<file path="src/rtl/uart_pkg.sv">
// Shared types and encodings for the UART receive path: FSM states, word-length
// and trigger-level codes, and the layout of one receive FIFO entry.
package uart_pkg;

  typedef enum logic [2:0] {
    RX_IDLE,
    RX_START,
    RX_DATA,
    RX_PARITY,
    RX_STOP,
    RX_BRK_WAIT
  } rx_state_t;

  localparam logic [1:0] WLS_5 = 2'b00;
  localparam logic [1:0] WLS_6 = 2'b01;
  localparam logic [1:0] WLS_7 = 2'b10;
  localparam logic [1:0] WLS_8 = 2'b11;

  localparam logic [1:0] TRIG_ONE       = 2'b00;
  localparam logic [1:0] TRIG_QUARTER   = 2'b01;
  localparam logic [1:0] TRIG_HALF      = 2'b10;
  localparam logic [1:0] TRIG_NEAR_FULL = 2'b11;

  typedef struct packed {
    logic       bi;
    logic       fe;
    logic       pe;
    logic [7:0] data;
  } rx_entry_t;

  // Index of the last data bit for a given word-length code.
  function automatic logic [2:0] last_data_bit(input logic [1:0] wls);
    case (wls)
      WLS_5:   return 3'd4;
      WLS_6:   return 3'd5;
      WLS_7:   return 3'd6;
      WLS_8:   return 3'd7;
      default: return 3'd7;
    endcase
  endfunction

  function automatic int trig_level(input logic [1:0] sel, input int depth);
    case (sel)
      TRIG_ONE:       return 1;
      TRIG_QUARTER:   return depth / 4;
      TRIG_HALF:      return depth / 2;
      TRIG_NEAR_FULL: return depth - 2;
      default:        return depth - 2;
    endcase
  endfunction

endpackage

</file>
<file path="src/rtl/uart_sync_fifo.sv">
// Show-ahead synchronous FIFO with registered occupancy count and a synchronous
// flush. A write while full is accepted only when a read frees a slot that cycle.
module uart_sync_fifo #(
  parameter int WIDTH = 11,
  parameter int DEPTH = 16,
  parameter int AW    = $clog2(DEPTH),
  parameter int CW    = $clog2(DEPTH) + 1
) (
  input  logic             clk,
  input  logic             rst,
  input  logic             clr,
  input  logic             wr,
  input  logic [WIDTH-1:0] wdata,
  input  logic             rd,
  output logic [WIDTH-1:0] rdata,
  output logic             full,
  output logic             empty,
  output logic             wr_ok,
  output logic             rd_ok,
  output logic [CW-1:0]    count
);

  logic [WIDTH-1:0] mem [DEPTH];
  logic [AW-1:0]    wptr;
  logic [AW-1:0]    rptr;

  assign full  = (count == CW'(DEPTH));
  assign empty = (count == '0);
  assign wr_ok = wr & ~clr & (~full | rd);
  assign rd_ok = rd & ~clr & ~empty;
  assign rdata = empty ? '0 : mem[rptr];

  always_ff @(posedge clk) begin
    if (wr_ok) mem[wptr] <= wdata;
  end

  always_ff @(posedge clk or posedge rst) begin
    if (rst) begin
      wptr  <= '0;
      rptr  <= '0;
      count <= '0;
    end else if (clr) begin
      wptr  <= '0;
      rptr  <= '0;
      count <= '0;
    end else begin
      if (wr_ok) wptr <= wptr + AW'(1);
      if (rd_ok) rptr <= rptr + AW'(1);
      case ({wr_ok, rd_ok})
        2'b10:   count <= count + CW'(1);
        2'b01:   count <= count - CW'(1);
        default: count <= count;
      endcase
    end
  end

endmodule

</file>
<file path="src/rtl/uart_rx_fifo.sv">
// 16550-style receive path: oversampled deserializer with parity/framing/break
// tagging, feeding a show-ahead receive FIFO with trigger and overrun flags.
module uart_rx_fifo
  import uart_pkg::*;
#(
  parameter int OS    = 16,
  parameter int DEPTH = 16,
  parameter int CW    = $clog2(DEPTH) + 1
) (
  input  logic          clk,
  input  logic          rst,
  input  logic          baud_tick,
  input  logic          rx,
  input  logic [1:0]    wls,
  input  logic          pen,
  input  logic          eps,
  input  logic          sp,
  input  logic [1:0]    trig_lvl,
  input  logic          rd,
  input  logic          fifo_clr,
  input  logic          ovr_clr,
  output logic [7:0]    rdata,
  output logic [2:0]    rstat,
  output logic          data_ready,
  output logic          overrun,
  output logic          fifo_err,
  output logic [CW-1:0] rx_count,
  output logic          rx_trig,
  output logic          rx_busy
);

  localparam int TW = $clog2(OS);
  localparam logic [TW-1:0] TICK_MID  = TW'(OS / 2 - 1);
  localparam logic [TW-1:0] TICK_LAST = TW'(OS - 1);

  logic          rx_meta;
  logic          rxs;
  rx_state_t     state;
  logic [TW-1:0] tick_cnt;
  logic [2:0]    bit_idx;
  logic [2:0]    last_bit;
  logic [7:0]    shreg;
  logic          f_pen;
  logic          f_eps;
  logic          f_sp;
  logic          par_bit;
  logic          pe_q;
  logic          par_expect;
  logic          push;
  rx_entry_t     push_entry;
  rx_entry_t     head;
  logic          fifo_full;
  logic          fifo_empty;
  logic          push_ok;
  logic          pop_ok;
  logic          push_err;
  logic          pop_err;
  logic [CW-1:0] err_cnt;

  always_ff @(posedge clk or posedge rst) begin
    if (rst) {rx_meta, rxs} <= 2'b11;
    else     {rx_meta, rxs} <= {rx, rx_meta};
  end

  // Unused upper bits of shreg stay zero, so the full-width XOR is the data XOR.
  assign par_expect = f_sp ? ~f_eps : (f_eps ? ^shreg : ~^shreg);

  always_ff @(posedge clk or posedge rst) begin
    if (rst) begin
      state      <= RX_IDLE;
      tick_cnt   <= '0;
      bit_idx    <= '0;
      last_bit   <= '0;
      shreg      <= '0;
      f_pen      <= 1'b0;
      f_eps      <= 1'b0;
      f_sp       <= 1'b0;
      par_bit    <= 1'b0;
      pe_q       <= 1'b0;
      push       <= 1'b0;
      push_entry <= '0;
    end else begin
      push <= 1'b0;
      case (state)
        RX_IDLE: begin
          tick_cnt <= '0;
          bit_idx  <= '0;
          shreg    <= '0;
          par_bit  <= 1'b0;
          pe_q     <= 1'b0;
          if (!rxs) begin
            state    <= RX_START;
            last_bit <= last_data_bit(wls);
            f_pen    <= pen;
            f_eps    <= eps;
            f_sp     <= sp;
          end
        end
        RX_START: if (baud_tick) begin
          if (tick_cnt == TICK_MID) begin
            tick_cnt <= '0;
            state    <= rxs ? RX_IDLE : RX_DATA;
          end else tick_cnt <= tick_cnt + TW'(1);
        end
        RX_DATA: if (baud_tick) begin
          if (tick_cnt == TICK_LAST) begin
            tick_cnt       <= '0;
            shreg[bit_idx] <= rxs;
            if (bit_idx == last_bit) state <= f_pen ? RX_PARITY : RX_STOP;
            else bit_idx <= bit_idx + 3'd1;
          end else tick_cnt <= tick_cnt + TW'(1);
        end
        RX_PARITY: if (baud_tick) begin
          if (tick_cnt == TICK_LAST) begin
            tick_cnt <= '0;
            par_bit  <= rxs;
            pe_q     <= (rxs != par_expect);
            state    <= RX_STOP;
          end else tick_cnt <= tick_cnt + TW'(1);
        end
        RX_STOP: if (baud_tick) begin
          if (tick_cnt == TICK_LAST) begin
            tick_cnt   <= '0;
            push       <= 1'b1;
            push_entry <= '{bi:   ~rxs & (shreg == 8'h00) & (~par_bit | ~f_pen),
                            fe:   ~rxs,
                            pe:   pe_q,
                            data: shreg};
            state      <= rxs ? RX_IDLE : RX_BRK_WAIT;
          end else tick_cnt <= tick_cnt + TW'(1);
        end
        RX_BRK_WAIT: if (rxs) state <= RX_IDLE;
        default: state <= RX_IDLE;
      endcase
    end
  end

  uart_sync_fifo #(
    .WIDTH ($bits(rx_entry_t)),
    .DEPTH (DEPTH),
    .CW    (CW)
  ) u_fifo (
    .clk   (clk),
    .rst   (rst),
    .clr   (fifo_clr),
    .wr    (push),
    .wdata (push_entry),
    .rd    (rd),
    .rdata (head),
    .full  (fifo_full),
    .empty (fifo_empty),
    .wr_ok (push_ok),
    .rd_ok (pop_ok),
    .count (rx_count)
  );

  assign push_err = push_ok & (push_entry.bi | push_entry.fe | push_entry.pe);
  assign pop_err  = pop_ok & (head.bi | head.fe | head.pe);

  always_ff @(posedge clk or posedge rst) begin
    if (rst)                       err_cnt <= '0;
    else if (fifo_clr)             err_cnt <= '0;
    else if (push_err && !pop_err) err_cnt <= err_cnt + CW'(1);
    else if (pop_err && !push_err) err_cnt <= err_cnt - CW'(1);
  end

  // A flushed push is dropped silently; only a full FIFO raises overrun.
  always_ff @(posedge clk or posedge rst) begin
    if (rst)                                        overrun <= 1'b0;
    else if (push && fifo_full && !rd && !fifo_clr) overrun <= 1'b1;
    else if (ovr_clr)                               overrun <= 1'b0;
  end

  assign rdata      = head.data;
  assign rstat      = {head.bi, head.fe, head.pe};
  assign data_ready = ~fifo_empty;
  assign fifo_err   = (err_cnt != '0);
  assign rx_trig    = (rx_count >= CW'(trig_level(trig_lvl, DEPTH)));
  assign rx_busy    = (state != RX_IDLE);

endmodule

</file>
<file path="config.mk">
export PLATFORM = sky130hd
export DESIGN_NAME = uart_rx_fifo
export DESIGN_NICKNAME = d
export VERILOG_FILES = /design/src/rtl/uart_pkg.sv /design/src/rtl/uart_sync_fifo.sv /design/src/rtl/uart_rx_fifo.sv
export SDC_FILE = /design/constraint.sdc
export NUM_CORES = 1
export LEC_CHECK = 0
export ABC_AREA = 1
export CAP_MARGIN = 10
export CORE_AREA = 5 5 168 170
export CTS_CLUSTER_DIAMETER = 120
export CTS_CLUSTER_SIZE = 20
export DETAILED_ROUTE_END_ITERATION = 10
export DIE_AREA = 0 0 173 175
export GPL_ROUTABILITY_DRIVEN = 0
export SLEW_MARGIN = 15
export SYNTH_ARGS = -nofsm -noshare
export SYNTH_HDL_FRONTEND = slang
export SYNTH_HIERARCHICAL = 1
export SYNTH_SLANG_ARGS = --single-unit
</file>
<file path="constraint.sdc">
create_clock -name clk -period 3.34 [get_ports clk]
set_clock_uncertainty 0.1 [all_clocks]
set_input_delay 0.668 -clock clk [delete_from_list [all_inputs] [get_ports clk]]
set_output_delay 0.668 -clock clk [all_outputs]
set_load 0.02 [all_outputs]
</file>
==> flow_summary.json <==
{
  "status": "finished, final reports clean",
  "p_leak_nw": 4.509,
  "io_buffer_count": 34,
  "clkPwrFrac_pct": 22.4,
  "clock.fmax_ghz": 0.3140,
  "antenna_cells": 0,
  "ys.flop_type": "edfxtp_1",
  "antenna_found_initial": 0,
  "met3_length_um": 987,
  "period_share_pct": 95.35,
  "arrival_ns": 2.42,
  "slowest_delay_ns": 0.47,
  "p_switching_mw": 2.851,
  "synth.largest_area_cell": "edfxtp_1",
  "synthCells": 939,
  "vias": 7072,
  "ir_drop_uv": 451.1,
  "relSlewSlack_pct": 40.72,
  "setup_tns_ns": 0,
  "final-hold-violation-count": 0,
  "pwr-share-seq_pct": 42.5,
  "drc": 0,
  "period_needed_ns": 3.185,
  "synth_edf_count": 176,
  "wl_per_cell_um": 17.54,
  "rsz0062_at_grt": "false",
  "htreeDepth": 1,
  "cts_buffers": 15,
  "cts_setup_buffers": 0,
  "holdWs_ns": 0.2574,
  "worst_pin_slew_ns": 0.8892,
  "synthTopCellsByArea": "edfxtp_1 51%, dfrtp_1 14%, o21ai_0 5.4%",
  "wl_met2_um": 11280,
  "end_kind": "primary output",
  "pwr-share-comb_pct": 35.1,
  "routed.top_layer": "met4",
  "met1Wirelength_um": 10940,
  "stdcell_count": 1345,
  "cp-start-kind": "register",
  "grt_pass1_vias": 6783,
  "avgViaCountPerCell": 5.258,
  "power_mw": 7.959,
  "place_inst": 1319,
  "overflow": 0,
  "die_y_um": 175,
  "placementRows": 60,
  "critPathSlowestCell": "dfrtp_2",
  "die_width_um": 173,
  "cts_root_buf": "clkbuf_16",
  "setup_viol": 0,
  "grt_usage_pct": 15.31,
  "cts_buffer_depth": 3,
  "dp_hpwl_um": 15410,
  "ant_nets": 0,
  "start_util_pct": 39.32,
  "grt_max_degree": 44,
  "nets": 1031,
  "async_reset_ff_share_pct": 25.11,
  "cts_tree": "done",
  "crit_type": "reg -> out",
  "dieArea_mm2": 0.03028,
  "drive_above_1_share_pct": 11.95,
  "p_per_area_mw_per_mm2": 673.0,
  "postCtsHoldBufs": 0,
  "syn_avg_cell_area_um2": 11.13,
  "io_pins": 35,
  "hold_class": "reg -> reg",
  "cts.sinks": 235,
  "p_int_mw": 5.108,
  "synth_top_area_share_pct": 50.58,
  "netlist_area_mm2": 0.01045,
  "crit_path_max_fanout": 42,
  "ys_seq_elements": 235,
  "cp_cell_sequence": "inv_4 > buf_12 > o21ai_0 > o221ai_1 > nand3_1 > a21oi_1 > dlygate4sd2_1",
  "synth_warnings": 6,
  "syn_to_final_growth_pct": 13.18,
  "clkLatencyLatePin_ns": 0.48,
  "yosysSeqAreaShare_pct": 64.73,
  "slew_viol_final": 0,
  "drtIter0Drc": 507,
  "routed_wl_um": 23590,
  "grt_pass1_wl_um": 37910,
  "power.share.switching_pct": 35.82,
  "drtPass1Iterations": 5,
  "maxCapViolations": 0,
  "ys_types": 43,
  "clk_pin_slew_ns": 0.09,
  "core_mm2": 0.02658,
  "cp.required_ns": 2.57,
  "synthesis.nets": 975
}
kinds of logic after synthesis:
family,share of synthesized area (%)
AOI/OAI and AO/OA,11.91
xor gates and xnor gates,1.006
adders and majority gates,2.706
buffers and inverters,4.155
DFF,64.73
muxes,0.4311
and+or+nand+nor,15.05
cells in the mapped netlist, types with 5 or more instances:
cell type	count
a21oi_1	30
buf_2	11
clkbuf_1	24
dfrtp_1	57
edfxtp_1	176
ha_1	21
inv_1	53
inv_2	8
nand2_1	109
nand2_2	8
nand3_1	54
nand4_1	5
nor2_1	136
nor3_1	9
o21ai_0	112
o21ai_1	22
o221ai_1	28
o22ai_1	17
xnor2_1	8
power by group through the flow:
stage	clock network (mW)	logic [mW]	registers (mW)
after global placement	0	2.86	3.45
after global routing	1.96	3.11	3.41
after CTS	1.85	2.82	3.38
final	1.79	2.79	3.38
after floorplan	0	1.90	3.43
after detailed placement	0	2.89	3.45
flip-flops by register name, summed over array words and instances, names as in the netlist:
| register | flops |
|---|---|
| bit_idx | 3 |
| err_cnt | 5 |
| f_eps | 1 |
| f_pen | 1 |
| f_sp | 1 |
| last_bit | 3 |
| overrun | 1 |
| par_bit | 1 |
| pe_q | 1 |
| push | 1 |
| push_entry | 11 |
| rx_meta | 1 |
| rxs | 1 |
| shreg | 8 |
| state | 3 |
| tick_cnt | 4 |
| u_fifo/count | 5 |
| u_fifo/mem | 176 |
| u_fifo/rptr | 4 |
| u_fifo/wptr | 4 |
worst max-delay path: cells and delay by family (launching register included):
kind	cells	cell delay [ns]
buffers and inverters	3	0.74
AO/OA/AOI/OAI	3	0.53
flip-flops	1	0.47
AND/OR/NAND/NOR	1	0.19
routing by layer:
metal	track usage [%]	vias to the layer above
li1	-	3439
met1	21.69	3454
met2	25.68	154
met3	2.034	25
met4	2.827	0
met5	0	-
layout by cell type (no fill, tap or decap), types with 15 or more instances in the layout:
cell type          n
edfxtp_1         176
nor2_1           136
o21ai_0          112
nand2_1          108
dfrtp_1           56
nand3_1           54
inv_1             52
buf_4             36
a21oi_1           30
o221ai_1          28
o21ai_1           22
clkdlybuf4s50_1   22
ha_1              21
o22ai_1           17
clkbuf_16         15
metrics by stage:
stage	instance area [µm²]	worst slack, ns	utilization [%]
5_1_grt	11830	0.007186	44.50
4_1_cts	11840	0.0001166	44.56
3_3_place_gp	11430	0.01066	43.00
2_1_floorplan	10450	0.2342	-
3_5_place_dp	11430	-0.005171	43.00
6_report	11830	0.1554	44.50
layout make-up:
cell class / count / area (µm²)
Sequential cell: 235 / 6765
Clock buffer: 24 / 409.1
Tap cell: 341 / 426.7
Multi-Input combinational cell: 600 / 3258
Inverter: 66 / 260.3
Clock inverter: 2 / 15.01
Fill cell: 2492 / 14750
Timing Repair Buffer: 77 / 691.9
worst paths after layout:
check,cells past startpoint,endpoint,slack [ns],startpoint
worst max-delay path,7,rdata[1],0.16,u_fifo/rptr[0]
worst min-delay path,0,rxs,0.26,rx_meta
worst max register to register,16,err_cnt[3],0.33,u_fifo/rptr[0]
worst min register to register,0,rxs,0.26,rx_meta
max in group asynchronous,3,tick_cnt[2],1.89,rst
min in group asynchronous,2,u_fifo/count[3],0.49,rst
repair_timing:
item | CTS | global route
gates resized for setup | 14 | 17
pin swaps | 0 | 0
setup endpoints to repair | 12 | 10
cloned | 0 | 0
No activity file was read; power rests on OpenSTA's default activity.
